===== config.mk =====
export PLATFORM = sky130hd
export DESIGN_NAME = game_auto_player
export DESIGN_NICKNAME = d
export VERILOG_FILES = /design/src/rtl/game_pkg.sv /design/src/rtl/game_search_range.sv /design/src/rtl/game_auto_player.sv
export SDC_FILE = /design/constraint.sdc
export NUM_CORES = 1
export LEC_CHECK = 0
export CORE_MARGIN = 2
export CORE_UTILIZATION = 50
export DETAILED_ROUTE_END_ITERATION = 6
export GPL_ROUTABILITY_DRIVEN = 1
export PLACE_DENSITY = 0.7
export SLEW_MARGIN = 20
export SYNTH_ARGS = -nofsm -noshare
export SYNTH_HDL_FRONTEND = slang
export SYNTH_SLANG_ARGS = --single-unit
export TNS_END_PERCENT = 100

===== constraint.sdc =====
create_clock -name clk -period 5 [get_ports clk]
set_clock_uncertainty 0.15 [all_clocks]
set_input_delay 1.25 -clock clk [delete_from_list [all_inputs] [get_ports clk]]
set_output_delay 1.25 -clock clk [all_outputs]
set_load 0.01 [all_outputs]

===== src/rtl/game_pkg.sv =====
// Shared types and widths for the number-guessing auto player.
package game_pkg;
  localparam int GUESS_WIDTH   = 8;
  localparam int ATTEMPT_WIDTH = 4;

  typedef enum logic [2:0] {
    IDLE,
    SETUP,
    ENTER,
    WAIT,
    EVAL,
    DONE
  } player_state_t;
endpackage


===== src/rtl/game_search_range.sv =====
// Binary-search window: lo/hi registers, midpoint, and emptiness of the
// window that the current narrow/init controls would produce.
module game_search_range
  import game_pkg::*;
#(
  parameter int WIDTH = GUESS_WIDTH
) (
  input  logic             clk,
  input  logic             reset,
  input  logic             i_init,
  input  logic             i_up,
  input  logic             i_dn,
  output logic [WIDTH-1:0] o_mid,
  output logic [WIDTH-1:0] o_mid_nxt,
  output logic             o_empty_nxt
);
  localparam logic [WIDTH:0] MAXV = {1'b0, {WIDTH{1'b1}}};
  localparam logic [WIDTH:0] ONE  = {{WIDTH{1'b0}}, 1'b1};

  logic [WIDTH:0] r_lo, r_hi;
  logic [WIDTH:0] w_lo_nxt, w_hi_nxt;
  logic [WIDTH:0] w_sum, w_mid, w_sum_nxt;

  // lo never exceeds 2^WIDTH and hi never exceeds 2^WIDTH-1, so the sum fits
  assign w_sum = r_lo + r_hi;
  assign w_mid = w_sum >> 1;
  assign o_mid = WIDTH'(w_mid);

  always_comb begin
    w_lo_nxt = r_lo;
    w_hi_nxt = r_hi;
    if (i_init) begin
      w_lo_nxt = '0;
      w_hi_nxt = MAXV;
    end else if (i_up) begin
      w_lo_nxt = w_mid + ONE;
    end else if (i_dn) begin
      w_hi_nxt = w_mid - ONE;
    end
  end

  assign w_sum_nxt = w_lo_nxt + w_hi_nxt;
  assign o_mid_nxt = WIDTH'(w_sum_nxt >> 1);

  // hi only sets its top bit when it wrapped to -1; lo's top bit means 2^WIDTH
  assign o_empty_nxt = $signed({1'b0, w_lo_nxt}) > $signed({w_hi_nxt[WIDTH], w_hi_nxt});

  always_ff @(posedge clk) begin
    if (reset) begin
      r_lo <= '0;
      r_hi <= MAXV;
    end else begin
      r_lo <= w_lo_nxt;
      r_hi <= w_hi_nxt;
    end
  end
endmodule


===== src/rtl/game_auto_player.sv =====
// Automatic binary-search player driving the guessing-game responder.
// Optional wait timeout enabled by defining GAME_AUTO_PLAYER_TIMEOUT_EN.
module game_auto_player
  import game_pkg::*;
#(
  parameter int WIDTH          = GUESS_WIDTH,
  parameter int SETTLE_CYCLES  = 1,
  parameter int TIMEOUT_CYCLES = 255
) (
  input  logic                     clk,
  input  logic                     reset,
  input  logic                     i_start,
  output logic [WIDTH-1:0]         o_guess,
  output logic                     o_enter,
  input  logic                     i_under,
  input  logic                     i_over,
  input  logic                     i_equal,
  input  logic                     i_update_leds,
  input  logic [ATTEMPT_WIDTH-1:0] i_remaining_attempts,
  output logic                     o_busy,
  output logic                     o_done,
  output logic                     o_found,
  output logic                     o_error,
  output logic [ATTEMPT_WIDTH-1:0] o_num_guesses
);
  player_state_t r_state, w_state_nxt;

  logic [WIDTH-1:0]         r_guess;
  logic [ATTEMPT_WIDTH-1:0] r_num;
  logic [ATTEMPT_WIDTH-1:0] r_rem;
  logic [15:0]              r_settle;
  logic                     r_found, r_error;
  logic                     r_under, r_over, r_equal;

  logic             w_init, w_up, w_dn;
  logic             w_set_found, w_set_err, w_enter_setup, w_settle_done, w_timeout;
  logic [WIDTH-1:0] w_mid, w_mid_nxt;
  logic             w_empty_nxt;

  game_search_range #(.WIDTH(WIDTH)) u_range (
    .clk        (clk),
    .reset      (reset),
    .i_init     (w_init),
    .i_up       (w_up),
    .i_dn       (w_dn),
    .o_mid      (w_mid),
    .o_mid_nxt  (w_mid_nxt),
    .o_empty_nxt(w_empty_nxt)
  );

`ifdef GAME_AUTO_PLAYER_TIMEOUT_EN
  logic [7:0] r_wait;

  always_ff @(posedge clk) begin
    if (reset || r_state == ENTER) r_wait <= '0;
    else if (r_state == WAIT && r_wait != 8'(TIMEOUT_CYCLES)) r_wait <= r_wait + 8'd1;
  end

  assign w_timeout = (r_state == WAIT) && (r_wait == 8'(TIMEOUT_CYCLES));
`else
  assign w_timeout = 1'b0;
`endif

  assign w_settle_done = (r_settle == 16'(SETTLE_CYCLES - 1));

  always_ff @(posedge clk) begin
    if (reset) r_state <= IDLE;
    else       r_state <= w_state_nxt;
  end

  always_comb begin
    w_state_nxt = r_state;
    w_init      = 1'b0;
    w_up        = 1'b0;
    w_dn        = 1'b0;
    w_set_found = 1'b0;
    w_set_err   = 1'b0;
    case (r_state)
      IDLE, DONE: begin
        if (i_start) begin
          w_state_nxt = SETUP;
          w_init      = 1'b1;
        end
      end
      SETUP: if (w_settle_done) w_state_nxt = ENTER;
      ENTER: w_state_nxt = WAIT;
      WAIT: begin
        if (i_update_leds) begin
          w_state_nxt = EVAL;
        end else if (w_timeout) begin
          w_state_nxt = DONE;
          w_set_err   = 1'b1;
        end
      end
      EVAL: begin
        if (r_equal) begin
          w_state_nxt = DONE;
          w_set_found = 1'b1;
        end else if (r_under == r_over) begin
          w_state_nxt = DONE;
          w_set_err   = 1'b1;
        end else if (r_rem == '0) begin
          w_state_nxt = DONE;
        end else begin
          w_up = r_under;
          w_dn = r_over;
          if (w_empty_nxt) begin
            w_state_nxt = DONE;
            w_set_err   = 1'b1;
          end else begin
            w_state_nxt = SETUP;
          end
        end
      end
      default: w_state_nxt = IDLE;
    endcase
  end

  assign w_enter_setup = (w_state_nxt == SETUP) && (r_state != SETUP);

  always_ff @(posedge clk) begin
    if (reset) begin
      r_guess  <= '0;
      r_num    <= '0;
      r_rem    <= '0;
      r_settle <= '0;
      r_found  <= 1'b0;
      r_error  <= 1'b0;
      r_under  <= 1'b0;
      r_over   <= 1'b0;
      r_equal  <= 1'b0;
    end else begin
      // guess comes from the window being loaded, so it is stable for all of SETUP
      if (w_enter_setup) begin
        r_guess  <= w_mid_nxt;
        r_settle <= '0;
      end else if (r_state == SETUP) begin
        r_settle <= r_settle + 16'd1;
      end
      if (w_init) begin
        r_num   <= '0;
        r_found <= 1'b0;
        r_error <= 1'b0;
      end
      if (r_state == ENTER && r_num != '1) r_num <= r_num + ATTEMPT_WIDTH'(1);
      if (r_state == WAIT && i_update_leds) begin
        r_under <= i_under;
        r_over  <= i_over;
        r_equal <= i_equal;
        r_rem   <= i_remaining_attempts;
      end
      if (w_set_found) r_found <= 1'b1;
      if (w_set_err)   r_error <= 1'b1;
    end
  end

  assign o_guess       = r_guess;
  assign o_enter       = (r_state == ENTER);
  assign o_busy        = (r_state != IDLE) && (r_state != DONE);
  assign o_done        = (r_state == DONE);
  assign o_found       = r_found;
  assign o_error       = r_error;
  assign o_num_guesses = r_num;

  // w_mid is the guess being evaluated; kept visible for debug probing
  logic w_mid_matches;
  assign w_mid_matches = (w_mid == r_guess);
  logic unused_ok;
  assign unused_ok = w_mid_matches;
endmodule


== Yosys cells after proc, flatten, opt, wreduce, memory -nomap -nowiden ==
Index checks and enable logic that the tools add are counted.

* Add/subtract/negate cells: 6
* $lt $le $gt $ge: 1
* Equal/unequal tests: 10
* Multiplexer cells: 35
* Reduce and logical (&&, ||, !) cells: 13

{| class="wikitable"
|+ Operators with widths
! cell !! number
|-
| $mux 9 || 5
|-
| $mux 3 || 7
|-
| $mux 1 || 20
|-
| $add 9x9->9 || 2
|-
| $add 16x1->16 const B || 1
|-
| $logic_not 16->1 || 1
|-
| $pmux 3 s5 || 1
|-
| $gt 10x9->1 || 1
|-
| $add 8x1->9 const B || 1
|-
| $sub 8x1->9 const B || 1
|-
| $mux 4 || 2
|-
| $eq 3x1->1 const B || 2
|-
| $eq 3x2->1 const B || 2
|-
| $eq 3x3->1 const B || 2
|-
| $reduce_bool 2->1 || 3
|-
| $add 4x1->4 const B || 1
|-
| $logic_and 1x1->1 || 4
|-
| $logic_not 4->1 || 1
|-
| $ne 4x4->1 const B || 1
|-
| $reduce_or 2->1 || 2
|-
| $logic_not 3->1 || 1
|-
| $ne 3x1->1 const B || 1
|-
| $ne 3x3->1 const B || 1
|-
| $reduce_bool 3->1 || 1
|-
| $eq 1x1->1 || 1
|}

* Register bits: 58
* Input port bits: 11
* Output and inout bits: 17
* Word-level logic and storage cells: 77

== Longest topological paths before layout ==
* Depth in word-level cells: 17
* Gate-level depth with buffers: 21
* Gate-level depth less buffers: 20

== By module ==
Synthesis repeated with hierarchy kept, for this count alone.

* Cells, all modules: 482
* Area, all modules: 4047.6 um^2

{| class="wikitable"
|+ By module, submodules not included
! module !! instances !! cells each !! area each (um^2) !! seq. area each (um^2)
|-
| game_search_range || 1 || 259 || 2095.8 || 360.3
|-
| game_auto_player || 1 || 223 || 1951.9 || 800.8
|}

== Worst setup path before layout ==
Ideal clock, no wire load.

* Path kind: register to register
* Start point: register u_range.r_hi[0]
* End point: register r_settle[1]
* Library setup time: 0.078 ns
* Arrival: 4.337 ns
* Data required time: 4.772 ns
* Slack: 0.435 ns
* Stages on the path, launching flop included: 20
* Buffers on the path: 1
* Clock period less this slack: 4.565 ns
* Cell sequence: dfxtp_1 and2_1 fa_1 a211o_1 and2_1 nor4_1 nand4_1 xnor2_1 nor2_1 a21oi_1 nor2_1 ha_1 and3b_1 a221oi_1 a21oi_1 or3_1 mux2i_1 nor2_2 buf_2 nor3_1

* Elaborated cells on any way between the ends: 17
* Those cells by class: add/sub (3); order compare (1); eq/ne (1); mux (10); reduce/logical (2)

{| class="wikitable"
|+ RTL lines
! what !! line !! source
|-
| start, declared || game_search_range.sv:20 || <nowiki>logic [WIDTH:0] r_lo, r_hi;</nowiki>
|-
| start signal, assigned || game_search_range.sv:54 || <nowiki>r_hi <= w_hi_nxt;</nowiki>
|-
| $add 9x9->9 || game_search_range.sv:25 || <nowiki>assign w_sum = r_lo + r_hi;</nowiki>
|-
| $add 8x1->9 || game_search_range.sv:36 || <nowiki>w_lo_nxt = w_mid + ONE;</nowiki>
|-
| $mux 9 || game_search_range.sv:35 || <nowiki>end else if (i_up) begin</nowiki>
|-
| $mux 9 || game_search_range.sv:32 || <nowiki>if (i_init) begin</nowiki>
|-
| net u_range.w_lo_nxt[6] || game_search_range.sv:21 || <nowiki>logic [WIDTH:0] w_lo_nxt, w_hi_nxt;</nowiki>
|-
| $gt 10x9->1 || game_search_range.sv:46 || <nowiki>assign o_empty_nxt = $signed({1'b0, w_lo_nxt}) > $signed({w_hi_nxt[WIDTH], w_hi_nxt});</nowiki>
|-
| $mux 3 || game_auto_player.sv:107 || <nowiki>if (w_empty_nxt) begin</nowiki>
|-
| $mux 3 || game_auto_player.sv:102 || <nowiki>end else if (r_rem == '0) begin</nowiki>
|-
| $mux 3 || game_auto_player.sv:99 || <nowiki>end else if (r_under == r_over) begin</nowiki>
|-
| $mux 3 || game_auto_player.sv:96 || <nowiki>if (r_equal) begin</nowiki>
|-
| $pmux 3 s5 || game_auto_player.sv:78 || <nowiki>case (r_state)</nowiki>
|-
| $eq 3x1->1 || game_auto_player.sv:119 || <nowiki>assign w_enter_setup = (w_state_nxt == SETUP) && (r_state != SETUP);</nowiki>
|-
| $logic_and 1x1->1 || game_auto_player.sv:119 ||
|-
| $reduce_or 2->1 (no source line) || -- ||
|-
| end signal, assigned || game_auto_player.sv:138 || <nowiki>r_settle <= r_settle + 16'd1;</nowiki>
|-
| end, declared || game_auto_player.sv:31 || <nowiki>logic [15:0] r_settle;</nowiki>
|}

The timed path passes the listed nets, and every way through them passes these cells.
A chain may end at the register's enable or synchronous reset.

== Worst setup path after layout ==
* Start point: register u_range.r_hi[0]
* End point: register r_guess[2], in the netlist o_guess[2]

* Elaborated cells on any way between the ends: 17
* Those cells by class: add/sub (4); order compare (1); eq/ne (1); mux (10); reduce/logical (1)

{| class="wikitable"
|+ RTL lines
! what !! line !! source
|-
| $add 9x9->9 || game_search_range.sv:25 ||
|-
| $add 8x1->9 || game_search_range.sv:36 ||
|-
| $mux 9 || game_search_range.sv:35 ||
|-
| $mux 9 || game_search_range.sv:32 ||
|-
| net u_range.w_lo_nxt[6] || game_search_range.sv:21 ||
|-
| $gt 10x9->1 || game_search_range.sv:46 ||
|-
| $mux 3 || game_auto_player.sv:107 ||
|-
| $mux 3 || game_auto_player.sv:102 ||
|-
| $mux 3 || game_auto_player.sv:99 ||
|-
| $mux 3 || game_auto_player.sv:96 ||
|-
| $pmux 3 s5 || game_auto_player.sv:78 ||
|-
| $eq 3x1->1 || game_auto_player.sv:119 ||
|-
| $logic_and 1x1->1 || game_auto_player.sv:119 ||
|-
| end signal, assigned || game_auto_player.sv:135 || <nowiki>r_guess <= w_mid_nxt;</nowiki>
|-
| end, declared || game_auto_player.sv:28 || <nowiki>logic [WIDTH-1:0] r_guess;</nowiki>
|}

The timed path passes the listed nets, and every way through them passes these cells.

==> impl_results.md <==
* Clock Tree Buf Depth at 2
* Yosys reg bits at 58
* Mapped Nets at 514
* Gr ovfl total at 0
* Drt total wl at ~9.3 mm
* CP top delay family: compound AO/OA/AOI/OAI gates
* Switching power share of the total at 0.256
* Clock slew at reported path FFs at 0.07 ns
* Synthesis-to-finish area growth at 18.1%
* Hold WC Path Type: reg2reg
* TritonRoute pass-1 iters at 6
* Reg-to-Reg Start: u_range.r_hi[0]$_SDFF_PP1_
* Post-route antenna net violation count at 0
* Vias in the first global route at 3329
* Clock latency on the worst-skew pair at approximately 0.34 ns
* Initial Util at 0.521
* Layout cells sized above 1 at 0.0922
* VDD IR-drop max at just over 200 uV
* Setup WS pre-CTS at around 0.098 ns
* Post-synth top flop: dfxtp_1
* DP Area at roughly 4200 um2
* Dpl hpwl at 6.87 mm
* Vias at roughly 3400
* Final cell count without fillers at 609
* Final setup viols at 0
* CP Buf/Inv Count at 1
* Final period utilization at 0.954
* Hold_sp: r_rem[3]$_SDFFE_PP0P_
* CP peak stage delay at 0.42 ns
* CTS tree: done
* Psw at ~0.29 mW
* Post-synth cell types at between 60 and 70
* Slew Limit Fails at 0
* Power density over cell area at ~250 nW/um2
* Worst-path cell chain: and2_1 -> fa_1 -> a211o_1 -> a2111o_1 -> o311ai_4 -> nand4_1 -> xnor2_1 -> nor2_1 -> a21oi_1 -> nor2_1 -> ha_1 -> and3b_1 -> a221oi_2 -> a21oi_2 -> o211ai_1 -> mux2i_4 -> buf_4 -> or3_1 -> a21oi_1
* CP Depth at 19
* Die footprint at 8360 um2
* Residual DRC count at 0
* Worst Slack Setup Final at about 0.23 ns
* Antenna violations before repair at 0
* Commonest non-fill, non-tap cell in the layout: dfxtp_1
* Largest net degree at the start of global routing at 26
* CTS Buf Count at 9
* Hold Path Depth at 2
* Cell area after layout at about 4500 um2
* Core ar. at between 7000 and 8000 um2
* FF+latch area at between 1000 and 1500 um2
* Seq/Total Area, Yosys at 0.304
* Combined area of the multi-input logic cells at about 2500 um2
* Critical Path Start Type: flip-flop
* Peak fanout along the critical path at 10
* Setup slack, reg-to-reg at 0.23 ns
* Crit path max-delay cell type: a2111o_1
* Syn. warnings at 0
* RD Place Congestion at between 0.9 and 1
* Clock Power Share at 0.431
* Ant. Diodes at 0
* DRT iter0 DRCs at between 200 and 250
* Number of I/O port buffers at 27
* Reg power frac at 0.440
* CP Capture Type: flip-flop
* Post-synth EDFFs at 0
* Reg2reg path depth at 19
* Worst slew margin at 0.365
* Syn Std Cell Area at between 3000 and 4000 um2
* Outcome: finished, final reports clean
* Reg2reg end: o_guess[2]$_SDFFE_PP0P_
* Die height at 91.4 um
* CP required at between 5 and 6 ns
* P_leak at approximately 1.9 nW
* Vias per inst at between 5 and 6
* Post-synthesis async set-or-reset flop share at 0
* Placed cells at 592
* FMAX at approximately 0.21 GHz
* Syn Inst Count at 470
* Arrival @ worst endpoint at 4.88 ns
* Setup TNS at 0 ns
* Nets at 550
* Row cnt at 31
* Fillers at around 640
* Final min period at 4.77 ns
* Root Buffer: clkbuf_8
* Hold EP: r_rem[3]$_SDFFE_PP0P_
* Post-CTS Hold Fix Bufs at 0
* Commonest cells after routing, fill and taps aside: dfxtp_1 (58), nand2_1 (51), nor2_1 (44)
* Comb pwr share at 0.130
* Internal power at slightly above 0.8 mW
* Pin slew with the least headroom to its limit at 0.949 ns
* First-pass GRT wire length at ~16 mm
* Final Hold Fails at 0
* Ports at 28
* Max-Cap Viols at 0
* Die Wd at ~90 um
* H-tree Lvls at 3
* Clock tree sinks at 58
* Wire per inst at between 15 and 20 um
* Setup CP Type: reg2reg
* Total track usage at 0.234
* Syn Area/Cell at between 8 and 9 um2
* Power, Total at between 1 and 1.5 mW
## cell families (layout without fill, tap and decap cells)
kind of cell | Yosys count | after routing | synth area share
DFF | 58 | 58 | 0.304
AOI/OAI and AO/OA | 89 | 89 | 0.159
and+or+nand+nor | 199 | 199 | 0.267
buffers and inverters | 42 | 82 | 0.0439
adders and majority gates | 33 | 33 | 0.112
muxes | 7 | 7 | 0.0183
xor gates and xnor gates | 42 | 42 | 0.0963
## state kept, by name, summed over array words and instances (netlist names)
register / flops
r_rem: 4
o_num_guesses: 4
r_state: 3
r_settle: 16
o_found: 1
r_equal: 1
u_range.r_lo: 9
o_error: 1
o_guess: 8
r_under: 1
r_over: 1
u_range.r_hi: 9
## synthesized netlist by cell type, types with 2 or more instances
master / instances / area share
or3_2: 2 / 0.0039
a41oi_1: 2 / 0.0046
nand4b_1: 2 / 0.0046
nand3_1: 7 / 0.0092
nor4b_1: 2 / 0.0046
nand2_1: 51 / 0.050
a221oi_1: 3 / 0.0069
nor3_1: 30 / 0.039
o211a_1: 3 / 0.0079
or3_1: 7 / 0.011
nor3b_1: 4 / 0.0079
clkbuf_1: 13 / 0.013
xnor2_1: 18 / 0.041
nand4_1: 7 / 0.011
o21a_1: 2 / 0.0039
o21ai_0: 10 / 0.013
nand2b_1: 5 / 0.0082
a21o_1: 5 / 0.0098
nor2b_1: 3 / 0.0049
and2_1: 8 / 0.013
a21oi_1: 34 / 0.045
mux2i_1: 7 / 0.018
inv_1: 25 / 0.025
nor4_1: 5 / 0.0082
nor2_1: 44 / 0.043
and4_1: 2 / 0.0046
and3b_1: 3 / 0.0069
o31ai_1: 2 / 0.0039
and3_1: 5 / 0.0082
buf_2: 2 / 0.0026
fa_1: 2 / 0.010
xor2_1: 24 / 0.055
ha_1: 31 / 0.10
or2_2: 3 / 0.0049
o41ai_1: 2 / 0.0046
o211ai_1: 9 / 0.018
nand3b_1: 3 / 0.0059
o21bai_1: 2 / 0.0039
a22oi_1: 2 / 0.0039
dfxtp_1: 58 / 0.30
## what timing repair did
action                                 4_1_cts  5_1_grt
gates resized for setup                      0        7
endpoints found under the hold margin        0        0
buffers inserted                             0        2
setup endpoints to repair                    0       24
## metal layers
layer | global-route usage | wire, um
met2 | 0.382 | 4360
met4 | 0.0783 | 193
met1 | 0.302 | 4210
met3 | 0.0573 | 483
met5 | 0 | 0
## worst max-delay path by stage
stage	start	end
5_1_grt	u_range.r_hi[0]$_SDFF_PP1_	o_guess[2]$_SDFFE_PP0P_
4_1_cts	u_range.r_hi[0]$_SDFF_PP1_	o_guess[0]$_SDFFE_PP0P_
3_3_place_gp	i_start	o_guess[0]$_SDFFE_PP0P_
6_report	u_range.r_hi[0]$_SDFF_PP1_	o_guess[2]$_SDFFE_PP0P_
3_5_place_dp	i_start	r_settle[4]$_SDFFE_PP0P_
2_1_floorplan	u_range.r_hi[0]$_SDFF_PP1_	r_settle[1]$_SDFFE_PP0P_
## power by group through the flow
stage          registers (mW)  clock network (mW)  logic (mW)
6_report                0.491               0.481       0.145
4_1_cts                 0.491               0.490       0.144
3_5_place_dp            0.502                   0       0.143
2_1_floorplan           0.499                   0      0.0846
5_1_grt                 0.494               0.512       0.160
3_3_place_gp            0.501                   0       0.140
## tightest hold or removal path, delay by kind of cell (launching register included)
family          cells  cell delay [ns]
flops               1             0.31
simple gates        1             0.05
compound gates      1             0.05
## final cells by class
type / count / area share
Clock inverter: 4 / 0.0169
Clock buffer: 11 / 0.0313
Multi-Input combinational cell: 370 / 0.562
Inverter: 25 / 0.0208
Timing Repair Buffer: 42 / 0.0848
Tap cell: 99 / 0.0274
Sequential cell: 58 / 0.257
## through the flow
| stage | util | hold WS, ns |
|---|---|---|
| after floorplan | - | 0.286 |
| after global placement | 0.578 | 0.293 |
| after detailed placement | 0.578 | 0.305 |
| after CTS | 0.608 | 0.315 |
| after global routing | 0.616 | 0.339 |
| final | 0.616 | 0.310 |
Note: power is estimated with default switching activity, not from simulation.
